[src/rtl/bus_slave_mem_if.sv]
// Bus bundle for bus_slave_mem: command inputs, read return, error pulse and counters.
// Uses the same signal names as the slave's documented bus ports.
interface bus_slave_mem_if;
  logic [1:0]  op;
  logic [15:0] adr;
  logic [31:0] data;
  logic [31:0] data_read;
  logic        rd_valid;
  logic        err;
  logic [15:0] rd_count;
  logic [15:0] wr_count;

  modport master (
    output op, adr, data,
    input  data_read, rd_valid, err, rd_count, wr_count
  );

  modport slave (
    input  op, adr, data,
    output data_read, rd_valid, err, rd_count, wr_count
  );
endinterface

[src/rtl/bus_slave_mem.sv]
// Address-decoded 32-bit memory slave with a fixed-latency, fully pipelined read path.
// Misses and reserved ops are rejected with a one-cycle err pulse.
module bus_slave_mem #(
  parameter int          ADDR_BITS  = 4,
  parameter logic [15:0] BASE_ADR   = 16'h0000,
  parameter int          RD_LATENCY = 2
) (
  input logic            clock,
  input logic            reset_n,
  bus_slave_mem_if.slave bus
);

  localparam int          DEPTH    = 1 << ADDR_BITS;
  localparam logic [16:0] LIMIT    = {1'b0, BASE_ADR} + 17'(DEPTH);
  localparam logic [1:0]  OP_READ  = 2'b01;
  localparam logic [1:0]  OP_WRITE = 2'b10;
  localparam logic [1:0]  OP_RSVD  = 2'b11;

  logic [31:0]          mem_q [DEPTH];
  logic                 hit;
  logic [ADDR_BITS-1:0] idx;
  logic                 rd_cmd;
  logic                 wr_cmd;

  logic [RD_LATENCY-1:0] vld_q, vld_d;
  logic [RD_LATENCY-1:0] hit_q, hit_d;
  logic [31:0]           dat_q [RD_LATENCY];
  logic [31:0]           dat_d [RD_LATENCY];
  logic                  err_wr_q, err_wr_d;
  logic [15:0]           rd_count_q, rd_count_d;
  logic [15:0]           wr_count_q, wr_count_d;
  logic                  rd_valid;

  // 17-bit compare so a window ending at 16'hFFFF never wraps back to zero.
  assign hit    = (bus.adr >= BASE_ADR) && ({1'b0, bus.adr} < LIMIT);
  assign idx    = ADDR_BITS'(bus.adr - BASE_ADR);
  assign rd_cmd = (bus.op == OP_READ);
  assign wr_cmd = (bus.op == OP_WRITE);

  always_comb begin
    vld_d[0] = rd_cmd;
    hit_d[0] = hit;
    // Memory is read at the sample edge, so a write sampled one edge earlier is already visible.
    dat_d[0] = (rd_cmd && hit) ? mem_q[idx] : 32'h0;
    for (int i = 1; i < RD_LATENCY; i++) begin
      vld_d[i] = vld_q[i-1];
      hit_d[i] = hit_q[i-1];
      dat_d[i] = dat_q[i-1];
    end
    err_wr_d   = (wr_cmd && !hit) || (bus.op == OP_RSVD);
    rd_count_d = rd_count_q + 16'(rd_cmd && hit);
    wr_count_d = wr_count_q + 16'(wr_cmd && hit);
  end

  // NOTE: sequential state uses <= so every register samples pre-edge values of its neighbours.
  always_ff @(posedge clock or negedge reset_n) begin
    if (!reset_n) begin
      vld_q      <= '0;
      hit_q      <= '0;
      err_wr_q   <= 1'b0;
      rd_count_q <= 16'h0;
      wr_count_q <= 16'h0;
    end else begin
      vld_q      <= vld_d;
      hit_q      <= hit_d;
      err_wr_q   <= err_wr_d;
      rd_count_q <= rd_count_d;
      wr_count_q <= wr_count_d;
    end
  end

  // NOTE: data stages and the memory array are deliberately left unreset; outputs are gated by
  // the reset valid bits, and memory contents must survive a reset.
  always_ff @(posedge clock) begin
    dat_q <= dat_d;
  end

  always_ff @(posedge clock) begin
    if (wr_cmd && hit) begin
      mem_q[idx] <= bus.data;
    end
  end

  assign rd_valid      = vld_q[RD_LATENCY-1] & hit_q[RD_LATENCY-1];
  assign bus.rd_valid  = rd_valid;
  assign bus.data_read = rd_valid ? dat_q[RD_LATENCY-1] : 32'h0;
  assign bus.err       = err_wr_q | (vld_q[RD_LATENCY-1] & ~hit_q[RD_LATENCY-1]);
  assign bus.rd_count  = rd_count_q;
  assign bus.wr_count  = wr_count_q;

endmodule

[src/flat_wrapper.sv]
// flat-port wrapper written by rule: the top's interface ports become plain ports
module bus_slave_mem_flat 
#(
  parameter int          ADDR_BITS  = 4,
  parameter logic [15:0] BASE_ADR   = 16'h0000,
  parameter int          RD_LATENCY = 2
)
  (clock, reset_n, bus_op, bus_adr, bus_data, bus_data_read, bus_rd_valid, bus_err, bus_rd_count, bus_wr_count);
  bus_slave_mem_if bus_i ();
  input logic clock;
  input logic reset_n;
  input wire logic [$bits(bus_i.op)-1:0] bus_op;
  input wire logic [$bits(bus_i.adr)-1:0] bus_adr;
  input wire logic [$bits(bus_i.data)-1:0] bus_data;
  output wire logic [$bits(bus_i.data_read)-1:0] bus_data_read;
  output wire logic [$bits(bus_i.rd_valid)-1:0] bus_rd_valid;
  output wire logic [$bits(bus_i.err)-1:0] bus_err;
  output wire logic [$bits(bus_i.rd_count)-1:0] bus_rd_count;
  output wire logic [$bits(bus_i.wr_count)-1:0] bus_wr_count;
  assign bus_i.op = bus_op;
  assign bus_i.adr = bus_adr;
  assign bus_i.data = bus_data;
  assign bus_data_read = bus_i.data_read;
  assign bus_rd_valid = bus_i.rd_valid;
  assign bus_err = bus_i.err;
  assign bus_rd_count = bus_i.rd_count;
  assign bus_wr_count = bus_i.wr_count;
  bus_slave_mem #(.ADDR_BITS(ADDR_BITS), .BASE_ADR(BASE_ADR), .RD_LATENCY(RD_LATENCY)) u_core (.clock(clock), .reset_n(reset_n), .bus(bus_i));
endmodule
[config.mk]
export PLATFORM = sky130hd
export DESIGN_NAME = bus_slave_mem_flat
export DESIGN_NICKNAME = d
export VERILOG_FILES = /design/src/rtl/bus_slave_mem_if.sv /design/src/rtl/bus_slave_mem.sv /design/src/flat_wrapper.sv
export SDC_FILE = /design/constraint.sdc
export NUM_CORES = 1
export LEC_CHECK = 0
export CORE_UTILIZATION = 40
export CTS_BUF_LIST = sky130_fd_sc_hd__clkbuf_8
export CTS_CLUSTER_SIZE = 16
export DETAILED_ROUTE_END_ITERATION = 8
export PLACE_DENSITY_LB_ADDON = 0.3
export RECOVER_POWER = 50
export REMOVE_ABC_BUFFERS = 1
export SYNTH_ARGS = -nofsm -noshare
export SYNTH_HDL_FRONTEND = slang
export SYNTH_SLANG_ARGS = --single-unit
[constraint.sdc]
create_clock -name clock -period 1.5 [get_ports clock]
set_input_delay 0.375 -clock clock [delete_from_list [all_inputs] [get_ports clock]]
set_output_delay 0.375 -clock clock [all_outputs]
set_load 0.005 [all_outputs]
Word level (Yosys, flattened, before mapping):

Memories as Yosys holds them, arrays and structs flattened. A register that Yosys moved wholly into a read port is not among the register bits.
Index checks and enable logic that the tools add are counted.

* register bits after elaboration: 69
* memory bits (writable): 512
* logic and storage cells: 28
* memories: 1

Memories
* u_core.mem_q: depth 16, bits a word 32, rd ports 1, clocked after Yosys merged registers in 1, wr ports 1, RTL line bus_slave_mem.sv:19 `logic [31:0] mem_q [DEPTH];`

* mux-type cells: 3
* reductions and logical operators: 7
* bitwise operators: 4
* $lt $le $gt $ge: 2
* $add $sub $neg: 2
* equal/unequal tests: 3

Operators by type and width (number)
* adder 16 x 1 -> 16 bit: 2
* 2-to-1 mux 32 bit: 1
* >= comparator 16 x 1 -> 1 bit (second input constant): 1
* less-than comparator 16 x 5 -> 1 bit (second input constant): 1
* == test 2 bit (second input constant): 2
* logical AND 1 bit: 4
* bitwise AND 1 bit: 2
* == test 2 x 1 -> 1 bit (second input constant): 1
* logical NOT 1 bit: 2
* 2-to-1 mux 1 bit: 2
* logical OR 1 bit: 1
* inverter 1 bit: 1
* OR 1 bit: 1

Logic depth before layout (Yosys ltp):

Gate-level depths: netlist (run 1).

* depth after elaboration: 5
* gate-level depth with buffers: 9
* mapped depth without buffers: 9

Least setup slack after synthesis (run 1):

OpenSTA, ideal clock, no wires.

* kind: input -> register
* start point: input bus_adr[8]
* end point: memory u_core.mem_q[8][0], enable pin
* data arrival time: 4.281 ns
* data required time: 0.998 ns
* path buffers: 0
* setup slack: -3.284 ns
* stages on the path: 5
* setup time: 0.502 ns
* cell sequence: nor4_2 > nand3_2 > inv_1 > nand4b_1 > nor4_1

* longest elaborated chain between the ends: 5
* elaborated cells on any way between the ends: 6

RTL lines
* start, declared: RTL line flat_wrapper.sv:13 `input wire logic [$bits(bus_i.adr)-1:0] bus_adr;`
* >= comparator 16 x 1 -> 1 bit or less-than comparator 16 x 5 -> 1 bit (tied branches): RTL line bus_slave_mem.sv:35 `assign hit = (bus.adr >= BASE_ADR) && ({1'b0, bus.adr} < LIMIT);`
* logical AND 1 bit *: RTL line bus_slave_mem.sv:35
* net u_core.hit: RTL line bus_slave_mem.sv:20 `logic hit;`
* logical AND 1 bit *: RTL line bus_slave_mem.sv:79 `if (wr_cmd && hit) begin`
* 2-to-1 mux 1 bit *: RTL line bus_slave_mem.sv:79
* 2-to-1 mux 1 bit (not written as such) *: RTL line bus_slave_mem.sv:80 `mem_q[idx] <= bus.data;`
* end, declared: RTL line bus_slave_mem.sv:19

The timed path passes the listed nets; every way through them passes the cells marked *.

Final worst setup path (run 1):

* start point: register u_core.hit_q[1]
* end point: output bus_data_read[28]

* longest elaborated chain between the ends: 2

RTL lines
* start, declared: RTL line bus_slave_mem.sv:26 `logic [RD_LATENCY-1:0] hit_q, hit_d;`
* start signal, assigned: RTL line bus_slave_mem.sv:65 `hit_q <= hit_d;`
* bitwise AND 1 bit: RTL line bus_slave_mem.sv:84 `assign rd_valid = vld_q[RD_LATENCY-1] & hit_q[RD_LATENCY-1];`
* 2-to-1 mux 32 bit: RTL line bus_slave_mem.sv:86 `assign bus.data_read = rd_valid ? dat_q[RD_LATENCY-1] : 32'h0;`
* end, declared: RTL line flat_wrapper.sv:15 `output wire logic [$bits(bus_i.data_read)-1:0] bus_data_read;`

No other way between the ends.

==> reports/qor.yml, run 1 <==
sta:
  grt_setup_unrepaired: "yes"
  fin_crit_sh_pct: 146
  fin_skew_ns: 0.0307
  finalWorstSetupSlack_ns: -0.694
  finalSetupViolCount: 614
  finalHoldViolations: 0
  drv_slew: 0
  finalCriticalPeriod_ns: 2.19
  timing.fmax_mhz: 456
  slew_headroom_pct: 46.6
  max_slew.worst_pin.slew_ns: 0.801
cells_and_area:
  mostFrequentLayoutCells: "edfxtp_1 (512), mux4_2 (128), clkbuf_8 (114), buf_4 (89), buf_6 (87)"
  fin_area_mm2: 0.0309
  fin_cells: 2313
  area_growth_pct: 37.0
  final_common_cell: "edfxtp_1"
  drive_gt1_share_pct: 45.6
  fin_nets: 1538
  fillers: 4103
  utilization_pct: 55.7
synthesis:
  synth_seq_cells: 613
  yosysWarningCount: 0
  syn-cell-area_mm2: 0.0226
  async_flop_share_pct: 6.04
  ys.flop_type: "edfxtp_1"
  synthTopCellsByArea: "edfxtp_1 (68%), mux4_2 (13%), dfxtp_1 (5.7%)"
  ys_seq_area_share_pct: 78.0
  synthCells: 1036
  synth-edff-count: 512
  synth.distinct_cells: 37
  synth_top_area_cell: "edfxtp_1"
  syn_area_per_cell_um2: 21.8
  synth_top_area_share_pct: 68.2
cts:
  clock_sinks: 613
  cts_tree: "built"
  htree_num_levels: 3
  path_clk_slew_ns: 0.06
  clock-root-buffer: "clkbuf_8"
  clk_path_buf_depth: 3
  insertion_delay_ns: 0.70
  cts_buffers: 98
die:
  die_h_um: 239
  die-area_mm2: 0.0573
  rows: 86
  fp.coreArea_mm2: 0.0554
  start_util_pct: 40.7
  ios: 118
  die_w_um: 239
placed_design:
  io_buffers: 117
  place_inst: 1997
  dpl.hpwl_um: 29800
  place_area_mm2: 0.0262
  gp_congestion: 0.758
global_routing:
  grt_remaining_overflow: 0
  antenna_found_initial: 1
  track_usage_pct: 19.3
  grt_pass1_wl_um: 79800
  grt_pass1_vias: 12600
  grt_max_degree: 38
setup_path:
  critPathLaunchType: "flip-flop"
  crit_path_max_fanout: 5
  crit_arrival_ns: 1.82
  ff2ff_path_depth: 5
  crit_required_ns: 1.12
  endpoint_kind: "output port"
  crit_type: "flip-flop to output port"
detailed_routing:
  drc: 0
  vias: 12300
  drt-pass1-iter-count: 5
  routedWlPerCell_um: 25.8
  via_per_inst: 5.31
  drt_wl_total_um: 59600
  first_iter_violations: 1072
  ant_nets: 0
pwr:
  power_mw: 34.2
  ir_worst_vdd_mv: 0.612
  leakage_nw: 11.0
  powerDensity_mw_per_mm2: 1110
outcome:
  failed_checks: "negative setup slack"
  status: "finished, violations left"
min_path:
  min_path_type: "input port to flip-flop"
  whs_path_depth: 6
job:
  maxCapViolations: 0
-- cell type report --
cell class              instances  area, um^2  area share [%]
clock inverters                70         427            1.38
flip-flops and latches        613       17600            56.9
inverters                       4        15.0          0.0486
diodes                          1        2.50         0.00810
multi-input cells             366        5550            18.0
clock buffers                 113        1560            5.04
well taps                     748         936            3.03
repair buffers                398        4820            15.6
-- cell usage after synthesis (5+ instances only) --
master	instances
edfxtp_1	512
mux4_2	128
dfxtp_1	64
mux2i_1	64
dfrtp_1	37
and3_1	34
o22ai_1	32
xnor2_1	21
buf_2	20
clkbuf_1	16
nor2_1	16
nand3_1	15
buf_1	12
nand2_1	8
nand4_1	7
xor2_1	7
ha_1	5
-- flip-flops by register name (all words and copies together), names as in the netlist --
register and count:
u_core.mem_q 512, u_core.dat_d 32, u_core.dat_q 32, u_core.bus.rd_count 16, u_core.bus.wr_count 16, u_core.hit_q 2, u_core.vld_q 2, u_core.err_wr_q 1
-- worst paths after layout --
check                                       start                 endpoint  slack [ns]
setup / recovery                  u_core.hit_q[1]        bus_data_read[28]       -0.69
hold / removal                        bus_adr[12]          u_core.hit_q[0]        0.19
hold reg to reg                   u_core.dat_d[8]          u_core.dat_q[8]        0.31
min in group asynchronous                 reset_n  u_core.bus.rd_count[14]        0.25
max in group asynchronous                 reset_n          u_core.vld_q[1]        0.89
setup reg to reg           u_core.bus.wr_count[6]  u_core.bus.wr_count[15]       -0.10
-- timing repair --
item | CTS | global route
resized for setup | 464 | 152
cloned | 23 | 26
pin swaps | 20 | 67
hold endpoints to repair | 37 | 1
buffers inserted | 79 | 24
hold buffers | 1 | 1
setup endpoints to repair | 638 | 636
-- per-layer routing --
layer | global-route usage (%) | wire, um
met1 | 25.7 | 24900
met2 | 31.1 | 28800
met3 | 4.44 | 4290
met4 | 6.88 | 1740
met5 | 0 | 0
-- worst max-delay path, cell delays in order, from the launching register on --
cell	delay, ns
dfrtp_2	0.44
buf_12	0.17
buf_12	0.15
buf_6	0.11
and3_4	0.14
buf_6	0.11
-- power breakdown --
group	total (mW)	leakage, nW	switching (mW)	internal (mW)
Sequential	18.4	5.62	0.00381	18.4
Clock	14.3	1.14	6.68	7.62
Combinational	1.49	4.22	0.804	0.682
-- through the flow --
stage	worst slack [ns]	hold WS (ns)	setup TNS, ns
2_1_floorplan	-3.29	0.0794	-933.29
3_3_place_gp	-1.35	0.310	-669.81
3_5_place_dp	-1.34	0.312	-671.44
4_1_cts	-0.766	0.204	-129.14
5_1_grt	-0.755	0.180	-146.69
6_report	-0.694	0.190	-121.36
-- cell families after synthesis --
| family | after synthesis | share of synthesized area, % |
|---|---|---|
| and+or+nand+nor | 107 | 2.91 |
| xor gates and xnor gates | 28 | 1.09 |
| AOI/OAI and AO/OA | 34 | 0.954 |
| adders and majority gates | 5 | 0.277 |
| buffers and inverters | 57 | 1.19 |
| DFF | 613 | 78.0 |
| muxes | 192 | 15.6 |
(Power assumes the default switching activity.)
==> run 2: changes to the inputs <==
--- a/config.mk
+++ b/config.mk
@@ -5,6 +5,7 @@
 export SDC_FILE = /design/constraint.sdc
 export NUM_CORES = 1
 export LEC_CHECK = 0
+export CORE_MARGIN = 5
 export CORE_UTILIZATION = 40
 export CTS_BUF_LIST = sky130_fd_sc_hd__clkbuf_8
 export CTS_CLUSTER_SIZE = 16
==> run 2 against run 1 <==
- the flow still finishes with violations (negative setup slack)
- non-clock buffer count is 11 higher
- clock-buffer cell count rose by 11
- combinational power barely moved
- clock power is 9.8% higher
- hold slack gained 0.10 ns
- power is 4.2% higher
- sequential share of layout area shrank 0.34 points
- sequential cell count did not move
- utilization decreased by 0.42 points
- register-to-register slack got worse by 0.02 ns
- design area increased by 0.60%
- via count grew 1.3%
==> reports/qor.yml, run 2 (synthesis results as in run 1) <==
global_routing:
  track_usage_pct: 18.3  # -0.99 points
  antenna_found_initial: 0  # -1
  grt_remaining_overflow: 0  # unchanged
  grt_pass1_wl_um: 82200  # +3.1%
  grt_pass1_vias: 12600  # +0.41%
  grt_max_degree: 43  # +13%
cells_and_area:
  largest_reg_flops: 512  # unchanged
  diodes: 0  # -1
  area_growth_pct: 37.8
  fin_nets: 1550  # +0.78%
  multi_input_area_mm2: 0.00545  # -1.8%
  drive_gt1_share_pct: 47.0  # +1.4 points
  mostFrequentLayoutCells: "edfxtp_1 (512), mux4_2 (128), clkbuf_8 (125), buf_4 (107), buf_6 (85)"
  final-seq-area_mm2: 0.0176  # about the same
  largest-register: "u_core.mem_q"
  fillers: 4264  # +3.9%
  final_common_cell: "edfxtp_1"
sta:
  finalHoldViolations: 0  # unchanged
  setup_tns_ns: -199.85  # -78.49 ns
  grt_setup_unrepaired: "yes"
  timing.fmax_mhz: 459  # +0.60%
  drv_slew: 0  # unchanged
  slew_headroom_pct: 45.0  # -1.6 points
  fin_crit_sh_pct: 145  # -0.88 points
  finalCriticalPeriod_ns: 2.18  # -0.0132 ns
  finalWorstSetupSlack_ns: -0.681  # +0.0132 ns
  max_slew.worst_pin.slew_ns: 0.826  # +0.0242 ns
  finalSetupViolCount: 636  # +3.6%
  fin_skew_ns: 0.0145  # -0.0162 ns
setup_path:
  r2r-start: "u_core.bus.wr_count[6]"
  worst_r2r_endpoint: "u_core.bus.wr_count[15]"
  critPathMaxStageDelay_ns: 0.43  # about the same
  endpoint_kind: "output port"
  cp_common_cell: "buf_12"
  crit_type: "flip-flop to output port"
  crit_required_ns: 1.12  # about the same
  path_cells: "buf_12 -> buf_12 -> buf_16 -> and3_4 -> buf_6"
  rrSetupSlack_ns: -0.12  # -0.02 ns
  slowest_stage: "dfrtp_2"
  worst-path-buf-inv: 4  # unchanged
  crit_path_max_fanout: 5  # unchanged
  critPathLaunchType: "flip-flop"
  cp_top_family: "buffers and inverters"
  ff2ff_path_depth: 5  # unchanged
  crit_arrival_ns: 1.81  # about the same
pwr:
  leakage_nw: 11.2  # +2.1%
  powerDensity_mw_per_mm2: 1150  # +3.6%
  ir_worst_vdd_mv: 0.631  # +3.0%
cts:
  clock-root-buffer: "clkbuf_8"
  insertion_delay_ns: 0.68  # -0.02 ns
  path_clk_slew_ns: 0.06  # about the same
  cts_tree: "built"
  htree_num_levels: 3  # unchanged
  clock_sinks: 613  # unchanged
  clk_path_buf_depth: 3  # unchanged
  cts_buffers: 99  # +1.0%
die:
  rows: 87  # +1.2%
  die_w_um: 247  # +3.3%
  fp.coreArea_mm2: 0.0562  # +1.4%
  die-area_mm2: 0.0612  # +6.8%
  start_util_pct: 40.2  # -0.55 points
  ios: 118  # unchanged
  die_h_um: 247  # +3.3%
outcome:
  failed_checks: "negative setup slack"
  status: "finished, violations left"
detailed_routing:
  ant_nets: 0  # unchanged
  drt-pass1-iter-count: 6  # +1
  vias: 12500  # +1.3%
  drc: 0  # unchanged
  routedWlPerCell_um: 25.8  # about the same
  drt_wl_total_um: 60200  # +0.97%
  via_per_inst: 5.34  # +0.42%
  first_iter_violations: 1128  # +5.2%
placed_design:
  gp_congestion: 0.760  # +0.28%
  io_buffers: 117  # unchanged
  dpl.hpwl_um: 30300  # +1.8%
  post-place-ws_ns: -1.35  # -0.00186 ns
job:
  maxCapViolations: 0  # unchanged
min_path:
  min_path_type: "input port to async pin"
## run 2: layout make-up
class                      instances  share of cell area (%)
clock inverter                    62                    1.68
clock buffer                     124                    5.49
multi-input combinational        366                    17.5
sequential                       613                    56.6
tap                              756                    3.04
timing repair buffer             409                    15.6
inverter                           4                  0.0483
## run 2: worst min-delay path, delay by kind of cell
family   cells  cell delay, ns
buf+inv      3            1.03
## run 2: worst max-delay path by stage
stage / start / endpoint / slack (ns) / cells after the start
final: u_core.hit_q[1] / bus_data_read[0] / -0.68 / 5
after global routing: u_core.hit_q[1] / bus_data_read[23] / -0.75 / 5
after CTS: u_core.hit_q[1] / bus_data_read[25] / -0.75 / 5
after detailed placement: bus_adr[8] / u_core.mem_q[0][9] / -1.35 / 6
after global placement: bus_adr[8] / u_core.mem_q[0][11] / -1.36 / 6
after floorplan: bus_adr[8] / u_core.mem_q[8][0] / -3.29 / 5
## run 2: stage by stage
stage / power [mW] / hold slack [ns] / util [%] / instance area (um^2) / instances
global placement: 20.2 / 0.312 / 46.6 / 26200 / 2006
finish: 35.7 / 0.291 / 55.3 / 31100 / 2334
detailed placement: 20.2 / 0.312 / 46.6 / 26200 / 2006
CTS: 35.9 / 0.101 / 53.4 / 30000 / 2297
global route: 37.0 / 0.302 / 55.3 / 31100 / 2334
floorplan: 19.3 / 0.0794 / - / 22300 / 983
## run 2: report_power, final
| part | internal [mW] | switching (mW) |
|---|---|---|
| Combinational | 0.688 | 0.803 |
| Clock | 9.05 | 6.69 |
| Sequential | 18.4 | 0.00235 |
## run 2: repair_timing
action                                 in CTS  in global routing
endpoints found under the hold margin      37                  0
gates cloned                               28                 19
buffers inserted                           79                 40
hold buffers                                1                  0
resized for setup                         455                164
setup endpoints to repair                 638                616
pin swaps                                  17                 66
## run 2: routing by layer
layer  global-route usage [%]  wire length [um]
met5                        0                 0
met4                     5.25              1040
met3                     3.88              4750
met2                     28.7             29100
met1                     26.3             25300
==> run 3: changes to the inputs <==
--- a/config.mk
+++ b/config.mk
@@ -6,7 +6,7 @@
 export NUM_CORES = 1
 export LEC_CHECK = 0
 export CORE_MARGIN = 5
-export CORE_UTILIZATION = 40
+export CORE_UTILIZATION = 50
 export CTS_BUF_LIST = sky130_fd_sc_hd__clkbuf_8
 export CTS_CLUSTER_SIZE = 16
 export DETAILED_ROUTE_END_ITERATION = 8
==> run 3 against run 2 <==
- the flow still finishes with violations (negative setup slack)
- first-iteration DRC count is 23% higher
- via count grew 0.49%
- die area fell by 19%
- clock skew increased by 0.0098 ns
- sequential cell count is the same
- power fell by 5.1%
- final cell count down 8.6%
- critical endpoint is now bus_data_read[7]
==> reports/qor.yml, run 3 (synthesis results as in run 1) <==
placed_design:
  post-place-ws_ns: -1.32  # +0.0313 ns
  gp_congestion: 0.777  # +2.3%
  place_area_mm2: 0.0259  # -0.87%
  io_buffers: 117  # unchanged
  dpl.hpwl_um: 29600  # -2.4%
  place_inst: 1825  # -9.0%
cts:
  clock_sinks: 613  # unchanged
  clock-root-buffer: "clkbuf_8"
  htree_num_levels: 3  # unchanged
  cts_tree: "built"
  cts_buffers: 96  # -3.0%
  path_clk_slew_ns: 0.07  # about the same
  cts_hold_buf: 0  # -1
  clk_path_buf_depth: 3  # unchanged
  insertion_delay_ns: 0.67  # about the same
detailed_routing:
  via_per_inst: 5.87  # +10%
  drc: 0  # unchanged
  routedWlPerCell_um: 28.9  # +12%
  ant_nets: 0  # unchanged
  drt_wl_total_um: 61600  # +2.2%
  drt-pass1-iter-count: 7  # +1
  vias: 12500  # +0.49%
  first_iter_violations: 1388  # +23%
cells_and_area:
  multi_input_area_mm2: 0.00515  # -5.5%
  mostFrequentLayoutCells: "edfxtp_1 (512), mux4_2 (128), clkbuf_8 (116), buf_4 (81)"
  fin_nets: 1518  # -2.1%
  largest-register: "u_core.mem_q"
  final_common_cell: "edfxtp_1"
  fin_cells: 2133  # -8.6%
  fin_area_mm2: 0.0301  # -3.3%
  drive_gt1_share_pct: 41.5  # -5.5 points
  area_growth_pct: 33.3
  largest_reg_flops: 512  # unchanged
  utilization_pct: 67.7  # +12 points
  fillers: 2716  # -36%
  final-seq-area_mm2: 0.0176  # unchanged
setup_path:
  cp_top_family: "buffers and inverters"
  critPathLaunchType: "flip-flop"
  cp_common_cell: "buf_12"
  crit_path_max_fanout: 5  # unchanged
  slowest_stage: "dfrtp_2"
  crit_type: "flip-flop to output port"
  worst_r2r_endpoint: "u_core.bus.rd_count[15]"
  crit_arrival_ns: 1.77  # -0.04 ns
  crit_path_end: "bus_data_read[7]"
  r2r-start: "u_core.bus.rd_count[6]"
  worst-path-buf-inv: 4  # unchanged
  worstSetupStartpoint: "u_core.hit_q[1]"
  critPathMaxStageDelay_ns: 0.43  # about the same
  crit_required_ns: 1.12  # about the same
  ff2ff_path_depth: 6  # +1
  endpoint_kind: "output port"
  rrSetupSlack_ns: -0.03  # +0.09 ns
  path_cells: "buf_8 -> buf_12 -> buf_12 -> and3_4 -> buf_6"
  cp_num_cells: 5  # unchanged
pwr:
  leakage_nw: 10.9  # -2.7%
  ir_worst_vdd_mv: 0.901  # +43%
  power_mw: 33.9  # -5.1%
  powerDensity_mw_per_mm2: 1130  # -1.9%
sta:
  finalHoldViolations: 0  # unchanged
  setup_tns_ns: -223.62  # -23.77 ns
  finalWorstSetupSlack_ns: -0.649  # +0.0319 ns
  finalCriticalPeriod_ns: 2.15  # -0.0319 ns
  grt_setup_unrepaired: "yes"
  whs_ns: 0.318  # +0.0263 ns
  finalSetupViolCount: 636  # unchanged
  fin_crit_sh_pct: 143  # -2.1 points
  drv_slew: 0  # unchanged
  slew_headroom_pct: 38.5  # -6.5 points
  timing.fmax_mhz: 465  # +1.5%
  fin_skew_ns: 0.0243  # +0.00980 ns
  max_slew.worst_pin.slew_ns: 0.923  # +0.0972 ns
global_routing:
  grt_pass1_vias: 12800  # +1.4%
  grt_remaining_overflow: 0  # unchanged
  grt_max_degree: 46  # +7.0%
  track_usage_pct: 22.8  # +4.5 points
  antenna_found_initial: 3  # +3
  grt_pass1_wl_um: 83400  # +1.4%
job:
  maxCapViolations: 0  # unchanged
min_path:
  min_path_type: "flip-flop to flip-flop"
outcome:
  status: "finished, violations left"
  failed_checks: "negative setup slack"
die:
  die_w_um: 222  # -10%
  die-area_mm2: 0.0495  # -19%
  ios: 118  # unchanged
  fp.coreArea_mm2: 0.0444  # -21%
  rows: 77  # -11%
  die_h_um: 222  # -10%
  start_util_pct: 50.8  # +11 points
==> run 3: cell types whose count changed in the layout (fill, tap and decap cells not counted), sizes merged <==
cell / previous run / this run
clkbuf: 164 / 160
clkinvlp: 3 / 4
bufinv: 9 / 3
clkdlybuf4s50: 13 / 14
buf: 330 / 282
diode: 0 / 2
inv: 31 / 35
dlygate4sd2: 0 / 8
dlygate4sd3: 23 / 22
clkdlybuf4s15: 3 / 9
==> run 3: worst min-delay path by stage <==
stage / startpoint / endpoint / slack (ns) / cells past startpoint
after floorplan: reset_n / u_core.bus.rd_count[0] / 0.08 / 0
after global placement: u_core.dat_d[24] / u_core.dat_q[24] / 0.31 / 0
after detailed placement: u_core.dat_d[20] / u_core.dat_q[20] / 0.31 / 0
after CTS: reset_n / u_core.bus.wr_count[9] / 0.06 / 2
after global routing: u_core.dat_d[15] / u_core.dat_q[15] / 0.33 / 0
final: u_core.dat_d[17] / u_core.dat_q[17] / 0.32 / 0
==> run 3: final cells by class <==
class	instances	share of cell area (%)
Antenna cell	2	0.0167
Clock buffer	115	5.27
Clock inverter	61	1.15
Inverter	4	0.0583
Multi-Input combinational cell	366	17.1
Sequential cell	613	58.5
Tap cell	592	2.46
Timing Repair Buffer	380	15.4
==> run 3: metal layers <==
metal / vias to the layer above / part of all wire (%) / GRT usage (%)
met3: 118 / 9.5 / 6.28
met5: - / 0 / 0
li1: 5175 / - / -
met1: 6425 / 38 / 31.1
met4: 0 / 3.3 / 7.77
met2: 796 / 49 / 36.0
==> run 3: where the power goes <==
part           switching, mW  internal (mW)  total, mW
combinational          0.746          0.630       1.38
clock                   6.57           7.48       14.0
sequential           0.00256           18.4       18.4
==> run 3: worst register-to-register path: cells and delay by family (launching register included) <==
family	cells	cell delay, ns
xor gates and xnor gates	1	0.14
buffers and inverters	2	0.31
and+or+nand+nor	3	0.62
DFF	1	0.35
==> run 3: repair_timing <==
item                       in CTS  in global routing
buffers inserted               71                 32
setup endpoints to repair     638                608
cloned                         30                 19
resized for setup             366                121
pin swaps                      15                 44
